### src/rtl/dmem_arbiter.sv
// dmem_arbiter: two-port round-robin data memory arbiter with
// lock support for atomic sequences and a lock-timeout watchdog.
module dmem_arbiter #(
  parameter int ADDR_W   = 32,
  parameter int DATA_W   = 32,
  parameter int LOCK_MAX = 16
) (
  input  logic              clk,
  input  logic              resetn,
  input  logic              m0_req_valid,
  output logic              m0_req_ready,
  input  logic              m0_we,
  input  logic              m0_lock,
  input  logic [ADDR_W-1:0] m0_addr,
  input  logic [DATA_W-1:0] m0_wdata,
  input  logic [2:0]        m0_funct3,
  output logic              m0_rsp_valid,
  output logic [DATA_W-1:0] m0_rdata,
  input  logic              m1_req_valid,
  output logic              m1_req_ready,
  input  logic              m1_we,
  input  logic              m1_lock,
  input  logic [ADDR_W-1:0] m1_addr,
  input  logic [DATA_W-1:0] m1_wdata,
  input  logic [2:0]        m1_funct3,
  output logic              m1_rsp_valid,
  output logic [DATA_W-1:0] m1_rdata,
  output logic              mem_memwrite,
  output logic [ADDR_W-1:0] mem_addr,
  output logic [DATA_W-1:0] mem_wdata,
  output logic [2:0]        mem_load_type,
  input  logic [DATA_W-1:0] mem_rdata,
  output logic              lock_err
);

  localparam int TW = $clog2(LOCK_MAX + 1);

  typedef enum logic [1:0] {
    UNLOCKED,
    LOCKED0,
    LOCKED1
  } lock_e;

  lock_e             r_state;
  lock_e             w_state_nxt;
  logic              r_rr;
  logic [TW-1:0]     r_timer;
  logic [TW-1:0]     w_timer_nxt;
  logic              r_err;
  logic              w_err_nxt;
  logic              r_rsp0;
  logic              r_rsp1;
  logic [DATA_W-1:0] r_rdata0;
  logic [DATA_W-1:0] r_rdata1;
  logic              w_gnt0;
  logic              w_gnt1;

  // Grants are suppressed while in reset so no write can slip through.
  always_comb begin
    w_gnt0 = 1'b0;
    w_gnt1 = 1'b0;
    if (resetn) begin
      unique case (r_state)
        UNLOCKED: begin
          w_gnt0 = m0_req_valid && (!m1_req_valid || r_rr);
          w_gnt1 = m1_req_valid && (!m0_req_valid || !r_rr);
        end
        LOCKED0: w_gnt0 = m0_req_valid;
        LOCKED1: w_gnt1 = m1_req_valid;
        default: ;
      endcase
    end
  end

  assign m0_req_ready = w_gnt0;
  assign m1_req_ready = w_gnt1;

  always_comb begin
    mem_memwrite  = 1'b0;
    mem_addr      = '0;
    mem_wdata     = '0;
    mem_load_type = 3'b000;
    unique case (1'b1)
      w_gnt0: begin
        mem_memwrite  = m0_we;
        mem_addr      = m0_addr;
        mem_wdata     = m0_wdata;
        mem_load_type = m0_funct3;
      end
      w_gnt1: begin
        mem_memwrite  = m1_we;
        mem_addr      = m1_addr;
        mem_wdata     = m1_wdata;
        mem_load_type = m1_funct3;
      end
      default: ;
    endcase
  end

  // An owner transfer always beats a timeout in the same cycle.
  always_comb begin
    w_state_nxt = r_state;
    w_timer_nxt = r_timer;
    w_err_nxt   = r_err;
    unique case (r_state)
      UNLOCKED: begin
        w_timer_nxt = '0;
        if (w_gnt0 && m0_lock)
          w_state_nxt = LOCKED0;
        else if (w_gnt1 && m1_lock)
          w_state_nxt = LOCKED1;
      end
      LOCKED0: begin
        if (w_gnt0) begin
          w_timer_nxt = '0;
          if (!m0_lock)
            w_state_nxt = UNLOCKED;
        end else if (r_timer == TW'(LOCK_MAX - 1)) begin
          w_state_nxt = UNLOCKED;
          w_timer_nxt = '0;
          w_err_nxt   = 1'b1;
        end else begin
          w_timer_nxt = r_timer + 1'b1;
        end
      end
      LOCKED1: begin
        if (w_gnt1) begin
          w_timer_nxt = '0;
          if (!m1_lock)
            w_state_nxt = UNLOCKED;
        end else if (r_timer == TW'(LOCK_MAX - 1)) begin
          w_state_nxt = UNLOCKED;
          w_timer_nxt = '0;
          w_err_nxt   = 1'b1;
        end else begin
          w_timer_nxt = r_timer + 1'b1;
        end
      end
      default: begin
        w_state_nxt = UNLOCKED;
        w_timer_nxt = '0;
      end
    endcase
  end

  always_ff @(posedge clk or negedge resetn) begin
    if (!resetn) begin
      r_state <= UNLOCKED;
      r_timer <= '0;
      r_err   <= 1'b0;
      r_rr    <= 1'b1;
    end else begin
      r_state <= w_state_nxt;
      r_timer <= w_timer_nxt;
      r_err   <= w_err_nxt;
      if (w_gnt0)
        r_rr <= 1'b0;
      else if (w_gnt1)
        r_rr <= 1'b1;
    end
  end

  // Write responses carry zero data and act as acknowledges.
  always_ff @(posedge clk or negedge resetn) begin
    if (!resetn) begin
      r_rsp0   <= 1'b0;
      r_rsp1   <= 1'b0;
      r_rdata0 <= '0;
      r_rdata1 <= '0;
    end else begin
      r_rsp0 <= w_gnt0;
      r_rsp1 <= w_gnt1;
      if (w_gnt0)
        r_rdata0 <= m0_we ? '0 : mem_rdata;
      if (w_gnt1)
        r_rdata1 <= m1_we ? '0 : mem_rdata;
    end
  end

  assign m0_rsp_valid = r_rsp0;
  assign m1_rsp_valid = r_rsp1;
  assign m0_rdata     = r_rdata0;
  assign m1_rdata     = r_rdata1;
  assign lock_err     = r_err;

endmodule

### config.mk
export PLATFORM = sky130hd
export DESIGN_NAME = dmem_arbiter
export DESIGN_NICKNAME = d
export VERILOG_FILES = /design/src/rtl/dmem_arbiter.sv
export SDC_FILE = /design/constraint.sdc
export NUM_CORES = 1
export LEC_CHECK = 0
export ABC_AREA = 1
export BUFFER_PORTS_ARGS = -buffer_cell sky130_fd_sc_hd__buf_2
export CORE_AREA = 2 2 122 124
export CTS_BUF_LIST = sky130_fd_sc_hd__clkbuf_2 sky130_fd_sc_hd__clkbuf_4 sky130_fd_sc_hd__clkbuf_8
export DETAILED_ROUTE_END_ITERATION = 10
export DIE_AREA = 0 0 124 126
export SYNTH_ARGS = -nofsm -noshare
export SYNTH_HDL_FRONTEND = slang
export SYNTH_SLANG_ARGS = --single-unit
### constraint.sdc
create_clock -name clk -period 4.79 [get_ports clk]
set_clock_uncertainty 0.15 [all_clocks]
set_input_delay 0.479 -clock clk [delete_from_list [all_inputs] [get_ports clk]]
set_output_delay 0.479 -clock clk [all_outputs]
set_load 0.05 [all_outputs]
After elaboration in Yosys (flattened, before gate mapping)
Index checks and enable logic that the tools add are counted.
- word-level logic and storage cells: 59
- output and inout port bits: 137
- bits of input ports: 174
- register bits: 75
- $add $sub $neg: 1
- reductions and logical operators: 14
- mux-type cells: 28
- eq/ne operators: 8
- operators by type and width (kind ; number):
    $pmux W32 S2 ; 2
    $mux W32 ; 2
    $mux W5 ; 3
    $mux W2 ; 7
    $pmux W5 S2 ; 1
    $ne A3 B3 Y1 const B ; 3
    $pmux W1 S2 ; 4
    $mux W1 ; 7
    $pmux W2 S3 ; 1
    $pmux W3 S2 ; 1
    $reduce_and A3 Y1 ; 2
    $add A5 B1 Y5 const B ; 1
    $eq A5 B4 Y1 const B ; 1
    $logic_and A1 B1 Y1 ; 4
    $ne A2 B2 Y1 const B ; 2
    $reduce_bool A2 Y1 ; 2
    $logic_not A1 Y1 ; 3
    $eq A2 B1 Y1 const B ; 1
    $eq A2 B2 Y1 const B ; 1
    $logic_not A2 Y1 ; 1
    $logic_or A1 B1 Y1 ; 2

Longest topological paths before layout
Gate-level depths: netlist of run 1.
- word-level depth: 9
- gate-level depth with buffers: 12
- gate-level depth less buffers: 12

Worst setup path before layout of run 1
OpenSTA, ideal clock, no wires.
- kind: flip-flop to output port
- from: register r_state[0]
- to: output mem_memwrite
- path slack: 2.238 ns
- arrival time: 1.923 ns
- path buffers: 1
- stages on the path, launching flop included: 10
- data required time: 4.161 ns
- path through: dfrtp_1 -> inv_1 -> ha_1 -> nand2_1 -> inv_1 -> nand2_1 -> nand2_1 -> nand2_2 -> clkbuf_1 -> o22ai_1
- longest elaborated chain between the ends: 4
- elaborated cells on any way between the ends: 8
- classes of those cells: 2 x eq/ne; 5 x mux; 1 x reduce/logical
- RTL lines (item ; RTL line ; source):
    start, declared ; 44 ; lock_e r_state;
    start signal, assigned ; 153 ; r_state <= w_state_nxt;
    $eq A2 B2 Y1, or another cell as far along ; 63 ; unique case (r_state)
    $pmux W1 S2 ; 63 ;
    $mux W1 ; 62 ; if (resetn) begin
    $pmux W1 S2 * ; 83 ; unique case (1'b1)
    end, declared ; 28 ; output logic mem_memwrite,
Every way passes the cells marked *; elsewhere a longest branch is shown, timed or not.

Worst setup path after layout of run 1
- from: register r_state[1]
- to: output mem_wdata[7]
- longest elaborated chain between the ends: 4
- elaborated cells on any way between the ends: 8
- classes of those cells: 2 x eq/ne; 5 x mux; 1 x reduce/logical
- RTL lines (item ; RTL line ; source):
    $eq A2 B2 Y1, or another cell as far along ; 63 ;
    $pmux W1 S2 ; 63 ;
    $mux W1 ; 62 ;
    $pmux W32 S2 * ; 83 ;
    end, declared ; 30 ; output logic [DATA_W-1:0] mem_wdata,
Marked as above.

==> results of run 1 <==
-- flip-flops by register name, summed over array words and instances, names as in the netlist --
| register | count |
|---|---|
| lock_err | 1 |
| m1_rsp_valid | 1 |
| r_state | 2 |
| r_rr | 1 |
| m1_rdata | 32 |
| m0_rdata | 32 |
| m0_rsp_valid | 1 |
| r_timer | 5 |
-- power groups by stage --
stage / Clock [uW] / Combinational (uW) / Sequential, uW
6_report: 494 / 2330 / 998
5_1_grt: 535 / 2450 / 1020
4_1_cts: 509 / 2330 / 999
3_5_place_dp: 0 / 2330 / 1000
3_3_place_gp: 0 / 2330 / 999
2_1_floorplan: 0 / 976 / 1760
-- path summary, 6_finish.rpt --
kind,depth (start not counted),endpoint,startpoint
max in group asynchronous,2,m0_rdata[3],resetn
min in group asynchronous,2,m0_rdata[8],resetn
min reg2reg,1,r_timer[0],r_timer[0]
max reg2reg,9,m1_rsp_valid,r_state[1]
min,3,m1_rdata[0],mem_rdata[0]
max,11,mem_wdata[7],r_state[1]
-- cells by family (layout without fill, tap and decap cells) --
group / Yosys count / in the layout / synth area share
xor+xnor: 2 / 2 / 0.004557
flops: 75 / 75 / 0.4885
fa+ha+maj: 6 / 6 / 0.01952
buf+inv: 51 / 349 / 0.06996
compound gates: 139 / 139 / 0.2473
other cells: 0 / 1 / 0
simple gates: 168 / 168 / 0.1702
-- worst max-delay path: cells and delay by family (launching register included) --
family	cells	cell delay, ns
simple gates	4	0.25
flops	1	0.44
fa+ha+maj	1	0.19
compound gates	1	0.34
buf+inv	5	1.44
-- routing by layer --
| metal | vias to the layer above | GRT usage | part of all wire |
|---|---|---|---|
| li1 | 2092 | - | - |
| met1 | 2107 | 0.3505 | 0.43 |
| met2 | 244 | 0.3772 | 0.44 |
| met3 | 27 | 0.08379 | 0.10 |
| met4 | 2 | 0.08526 | 0.029 |
| met5 | - | 0 | 0.00082 |
-- cell type report --
cell class	instances	share of cell area
Clock inverter	5	0.009499
Inverter	17	0.01127
Tap cell	184	0.04065
Antenna cell	1	0.0004418
Multi-Input combinational cell	315	0.2998
Clock buffer	11	0.02452
Sequential cell	75	0.3316
Timing Repair Buffer	316	0.2823
-- through the flow --
| stage | worst slack, ns | cells | util |
|---|---|---|---|
| after floorplan | 2.238 | 441 | - |
| after global placement | 1.539 | 907 | 0.3821 |
| after detailed placement | 1.573 | 907 | 0.3821 |
| after CTS | 1.172 | 923 | 0.3955 |
| after global routing | 0.8710 | 923 | 0.3955 |
| final | 1.135 | 924 | 0.3957 |
-- cells in the final DEF (no fill, tap or decap) --
cell type	n
clkbuf_4	2
buf_2	309
o22ai_1	1
a21oi_1	2
clkbuf_8	9
o21ai_0	48
nand3_1	9
diode_2	1
clkinv_4	1
bufinv_16	1
inv_1	15
nand4_1	2
o21bai_1	1
o21ai_1	20
clkinv_2	3
nand2_1	148
nor2_1	6
ha_1	6
xnor2_1	1
xor2_1	1
nand2_2	3
a22o_1	67
dfstp_2	1
buf_4	7
inv_2	2
dfrtp_1	74
==> flow_metrics.env, run 1 <==
export IMPL_setup_viol_count_final=0
export IMPL_grt_pass1_wl_um=27950
export IMPL_ys_types=22
export IMPL_crit_chain="inv_1 -> ha_1 -> nand2_1 -> inv_1 -> nand2_1 -> nand2_1 -> nand2_2 -> inv_2 -> buf_4 -> a22o_1 -> buf_2"
export IMPL_core_area_um2=14310
export IMPL_drv_cap=0
export IMPL_routed_wl_um=20850
export IMPL_timing_hold_ws_ns=0.2362
export IMPL_yosysWarningCount=0
export IMPL_io_pins=311
export IMPL_crit_top_cell="nand2_1"
export IMPL_reg2reg_slack_ns=2.45
export IMPL_ant_nets=0
export IMPL_status="finished clean"
export IMPL_netlist_area_um2=3845
export IMPL_rows=44
export IMPL_max_freq_ghz=0.2736
export IMPL_critical_path_required_ns=4.16
export IMPL_nFillCells=1541
export IMPL_async_flop_share=1.000
export IMPL_ys_top_cells_by_count="nand2_1 (148), dfrtp_1 (74), a22o_1 (67), o21ai_0 (48), o21ai_1 (20)"
export IMPL_crit_type="reg -> out"
export IMPL_die_w_um=124
export IMPL_grt_max_degree=76
export IMPL_cp_start_kind="flip-flop"
export IMPL_dieArea_um2=15620
export IMPL_clk_pin_slew_worst_paths_ns=0.08
export IMPL_numPortBuffers=310
export IMPL_stdcell_area_um2=5664
export IMPL_first_iter_violations=357
export IMPL_drtPass1Iterations=5
export IMPL_ys_top_cells_by_area="dfrtp_1 (48%), a22o_1 (15%), nand2_1 (14%)"
export IMPL_cts_hold_buf=0
export IMPL_synthCells=441
export IMPL_cts_repair_resized=0
export IMPL_p_int_uw=1632
export IMPL_drive_gt1_frac=0.4574
export IMPL_power_switching_uw=2187
export IMPL_die_y_um=126
export IMPL_synth_top_cell_by_area="dfrtp_1"
export IMPL_period_share=0.7631
export IMPL_power_density_nw_per_um2=674.2
export IMPL_switching_share=0.5726
export IMPL_tritoncts="built"
export IMPL_seq_power_share=0.261
export IMPL_p_comb_frac=0.609
export IMPL_synth_edf_count=0
export IMPL_min_path_type="in -> reg"
export IMPL_max_slew_margin=0.2044
export IMPL_vdd_drop_max_mv=0.3235
export IMPL_cts_buffer_depth=2
export IMPL_synth_nets=621
export IMPL_fin_nets=914
export IMPL_route_detailed_drc=0
export IMPL_vias_per_cell=4.840
export IMPL_layout_min_cycle_time_ns=3.655
export IMPL_regArea_um2=1878
export IMPL_ys_seq_area_frac=0.4884
export IMPL_grt_use_total=0.2551
export IMPL_power_uw=3819
export IMPL_multiInputGateArea_um2=1698
export IMPL_synth_top_area_share=0.4816
export IMPL_cts_buffers=9
export IMPL_grt_pass1_vias=4149
export IMPL_path_max_fanout=38
export IMPL_clk_latency_ns=0.34
export IMPL_final_max_slew_viol_count=0
export IMPL_hold_viol=0
export IMPL_num_vias=4472
export IMPL_arrival_ns=3.03
export IMPL_start_util=0.2686
export IMPL_worst_pin_slew_ns=1.193
export IMPL_syn2layout_area_growth_pct=47.32
export IMPL_post_cts_buffers=0
export IMPL_antenna_found_initial=2
export IMPL_cts_sinks=75
export IMPL_wl_per_cell_um=22.57
export IMPL_placed_area_um2=5469
export IMPL_clkPwrFrac=0.129
export IMPL_synth_most_common_cell="nand2_1"
export IMPL_crit_path_end_kind="output port"
export IMPL_ys_ff_latch=75
export IMPL_gp_congestion=0.9666
export IMPL_cts_root_buffer="clkbuf_8"
export IMPL_synthFlopType="dfrtp_1"
export IMPL_cts_max_level=3
export IMPL_tns_ns=0
export IMPL_critPathMaxStageDelay_ns=0.49
export IMPL_p_leak_uw=0.003274
export IMPL_hpwl_um=16660
export IMPL_gr_total_overflow=0
export IMPL_rsz0062_at_grt="false"
export IMPL_cpMaxStageDelayCell="buf_4"
export IMPL_postSynthAreaPerCell_um2=8.719
Note: power is estimated with default switching activity, not from simulation.
==> run 2, diff against run 1 <==
==> config.mk (replaced) <==
export PLATFORM = sky130hd
export DESIGN_NAME = dmem_arbiter
export DESIGN_NICKNAME = d
export VERILOG_FILES = /design/src/rtl/dmem_arbiter.sv
export SDC_FILE = /design/constraint.sdc
export NUM_CORES = 1
export LEC_CHECK = 0
export ABC_AREA = 0
export BUFFER_PORTS_ARGS = -buffer_cell sky130_fd_sc_hd__buf_2
export CORE_AREA = 2 2 121 123
export CTS_BUF_LIST = sky130_fd_sc_hd__clkbuf_2 sky130_fd_sc_hd__clkbuf_4 sky130_fd_sc_hd__clkbuf_8
export DETAILED_ROUTE_END_ITERATION = 10
export DIE_AREA = 0 0 123 125
export SYNTH_ARGS = -nofsm -noshare
export SYNTH_HDL_FRONTEND = slang
export SYNTH_SLANG_ARGS = --single-unit
==> constraint.sdc (replaced) <==
create_clock -name clk -period 3.3 [get_ports clk]
set_clock_uncertainty 0.15 [all_clocks]
set_input_delay 0.33 -clock clk [delete_from_list [all_inputs] [get_ports clk]]
set_output_delay 0.33 -clock clk [all_outputs]
set_load 0.05 [all_outputs]
==> run 2 against run 1 <==
Effect of this change: design area increased by 4.6%; clock power increased by 62%; sequential power increased by 53%; first-iteration DRC count decreased by 39%; hold slack got worse by 0.16 ns; non-clock buffer count increased by 3; largest cell class is now multi-input combinational cells; final cell count decreased by 1.9%; die area decreased by 1.6%; global-route usage decreased by 5.7 points.
==> flow_metrics.env, run 2 <==
export IMPL_cp_start_kind="flip-flop"
export IMPL_drive_gt1_frac=0.4695
export IMPL_setup_viol_count_final=0
export IMPL_max_slew_margin=0.3899
export IMPL_fin_ws_ns=0.4398
export IMPL_start_util=0.2826
export IMPL_dieArea_um2=15380
export IMPL_drv_cap=0
export IMPL_path_max_fanout=72
export IMPL_grt_use_total=0.1984
export IMPL_ys_top_cells_by_count="nand2_1 (132), dfrtp_1 (74), a22o_1 (70), nand3b_1 (64), buf_6 (11)"
export IMPL_final_max_slew_viol_count=0
export IMPL_cts_buffers=9
export IMPL_arrival_ns=2.38
export IMPL_seq_power_share=0.243
export IMPL_grt_max_degree=73
export IMPL_core_area_um2=14200
export IMPL_min_path_cells=3
export IMPL_fin_nets=897
export IMPL_p_int_uw=2667
export IMPL_synth_nets=601
export IMPL_ys_types=31
export IMPL_rsz0062_at_grt="false"
export IMPL_worst_pin_slew_ns=0.9151
export IMPL_antenna_found_initial=1
export IMPL_synthFlopType="dfrtp_1"
export IMPL_vias_per_cell=4.806
export IMPL_routed_wl_um=15750
export IMPL_max_freq_ghz=0.3496
export IMPL_critical_path_required_ns=2.82
export IMPL_first_iter_violations=219
export IMPL_switching_share=0.5757
export IMPL_netlist_area_um2=4014
export IMPL_ys_ff_latch=75
export IMPL_vdd_drop_max_mv=0.5874
export IMPL_min_path_type="in -> reg"
export IMPL_layout_commonest_cell="buf_2"
export IMPL_p_leak_uw=0.003525
export IMPL_tns_ns=0
export IMPL_antenna_cells=0
export IMPL_synth_top_area_share=0.4613
export IMPL_layout_min_cycle_time_ns=2.860
export IMPL_period_share=0.8667
export IMPL_gp_congestion=0.8396
export IMPL_clk_pin_slew_worst_paths_ns=0.09
export IMPL_die_y_um=125
export IMPL_ys_top_cells_by_area="dfrtp_1 (46%), a22o_1 (15%), nand2_1 (12%)"
export IMPL_r2r_cells=7
export IMPL_cts_buffer_depth=2
export IMPL_final_cell_mix="buf_2 (307), nand2_1 (132), dfrtp_1 (74), a22o_1 (70), nand3b_1 (64)"
export IMPL_ant_nets=0
export IMPL_wl_per_cell_um=17.38
export IMPL_status="finished clean"
export IMPL_preCtsSetupSlack_ns=0.8360
export IMPL_io_pins=311
export IMPL_synth_most_common_cell="nand2_1"
export IMPL_route_detailed_drc=0
export IMPL_tritoncts="built"
export IMPL_numPortBuffers=310
export IMPL_grt_pass1_wl_um=23470
export IMPL_synth_top_cell_by_area="dfrtp_1"
export IMPL_synthCells=421
export IMPL_cts_sinks=75
export IMPL_p_comb_frac=0.630
export IMPL_cts_root_buffer="clkbuf_8"
export IMPL_hpwl_um=12020
export IMPL_gr_total_overflow=0
export IMPL_rows=44
export IMPL_postSynthAreaPerCell_um2=9.534
export IMPL_cts_max_level=3
export IMPL_cts_repair_resized=0
export IMPL_syn2layout_area_growth_pct=47.63
export IMPL_yosysWarningCount=0
export IMPL_crit_type="reg -> out"
export IMPL_synth_edf_count=0
export IMPL_drtPass1Iterations=4
export IMPL_num_vias=4354
export IMPL_power_density_nw_per_um2=1061
export IMPL_clkPwrFrac=0.127
export IMPL_die_w_um=123
export IMPL_crit_path_end_kind="output port"
export IMPL_grt_pass1_vias=4223
export IMPL_power_switching_uw=3618
export IMPL_hold_viol=0
export IMPL_clk_latency_ns=0.35
export IMPL_async_flop_share=1.000
export IMPL_ys_seq_area_frac=0.4679
-- run 2: layout make-up --
class | count | area [um^2]
fill | 1451 | 8278
inverter | 5 | 21.27
sequential | 75 | 1878
multi-input combinational | 307 | 1881
clock inverter | 6 | 86.33
timing repair buffer | 319 | 1692
clock buffer | 10 | 137.6
tap | 184 | 230.2
-- run 2: power groups by stage --
stage | Clock, uW | Sequential (uW) | Combinational (uW)
after floorplan | 0 | 2840 | 1680
after global placement | 0 | 1520 | 3940
after detailed placement | 0 | 1540 | 3980
after CTS | 830 | 1530 | 3980
after global routing | 871 | 1570 | 4180
final | 799 | 1530 | 3960
-- run 2: cells by family (layout without fill, tap and decap cells) --
kind of cell    count (synthesis)  count (layout)  synth area share
xor+xnor                        2               2          0.004365
flops                          75              75            0.4679
compound gates                 78              78            0.1677
buf+inv                        39             340           0.06359
fa+ha+maj                       6               6           0.01870
simple gates                  221             221            0.2777
-- run 2: worst max-delay path, cell delays in order, from the launching register on --
cell      delay (ns)
dfrtp_1         0.42
inv_1           0.11
ha_1            0.22
nand3_1         0.13
a21o_2          0.25
clkinv_2        0.06
buf_12          0.27
a22o_1          0.25
buf_2           0.28
-- run 2: per-layer routing --
layer  GRT usage  part of all wire  up-vias
met2      0.3276              0.49      190
met1      0.2558              0.41     2086
li1            -                 -     2064
met5           0                 0        -
met3     0.06706             0.084       14
met4     0.03209            0.0095        0
-- run 2: worst paths after layout --
check	startpoint	end	slack (ns)
worst max-delay path	r_state[0]	mem_addr[2]	0.44
worst min-delay path	mem_rdata[14]	m0_rdata[14]	0.07
min in group asynchronous	resetn	m0_rdata[21]	0.23
worst min register to register	r_timer[0]	r_timer[0]	0.31
max in group asynchronous	resetn	m1_rdata[21]	1.65
worst max register to register	r_state[1]	r_state[1]	1.25
-- run 2: what timing repair did --
action | in CTS | in global routing
buffers inserted | 0 | 0
hold endpoints to repair | 3 | 0
hold buffers | 1 | 0
-- run 2: per-stage QoR --
stage,utilization,hold slack (ns),instance area [um^2],instances,power (uW)
floorplan,-,-0.1156,4014,421,4527
global placement,0.4007,0.01837,5692,889,5463
detailed placement,0.4007,0.01843,5692,889,5517
CTS,0.4172,0.04877,5926,906,6342
global route,0.4172,0.04911,5926,906,6629
finish,0.4172,0.07213,5926,906,6285
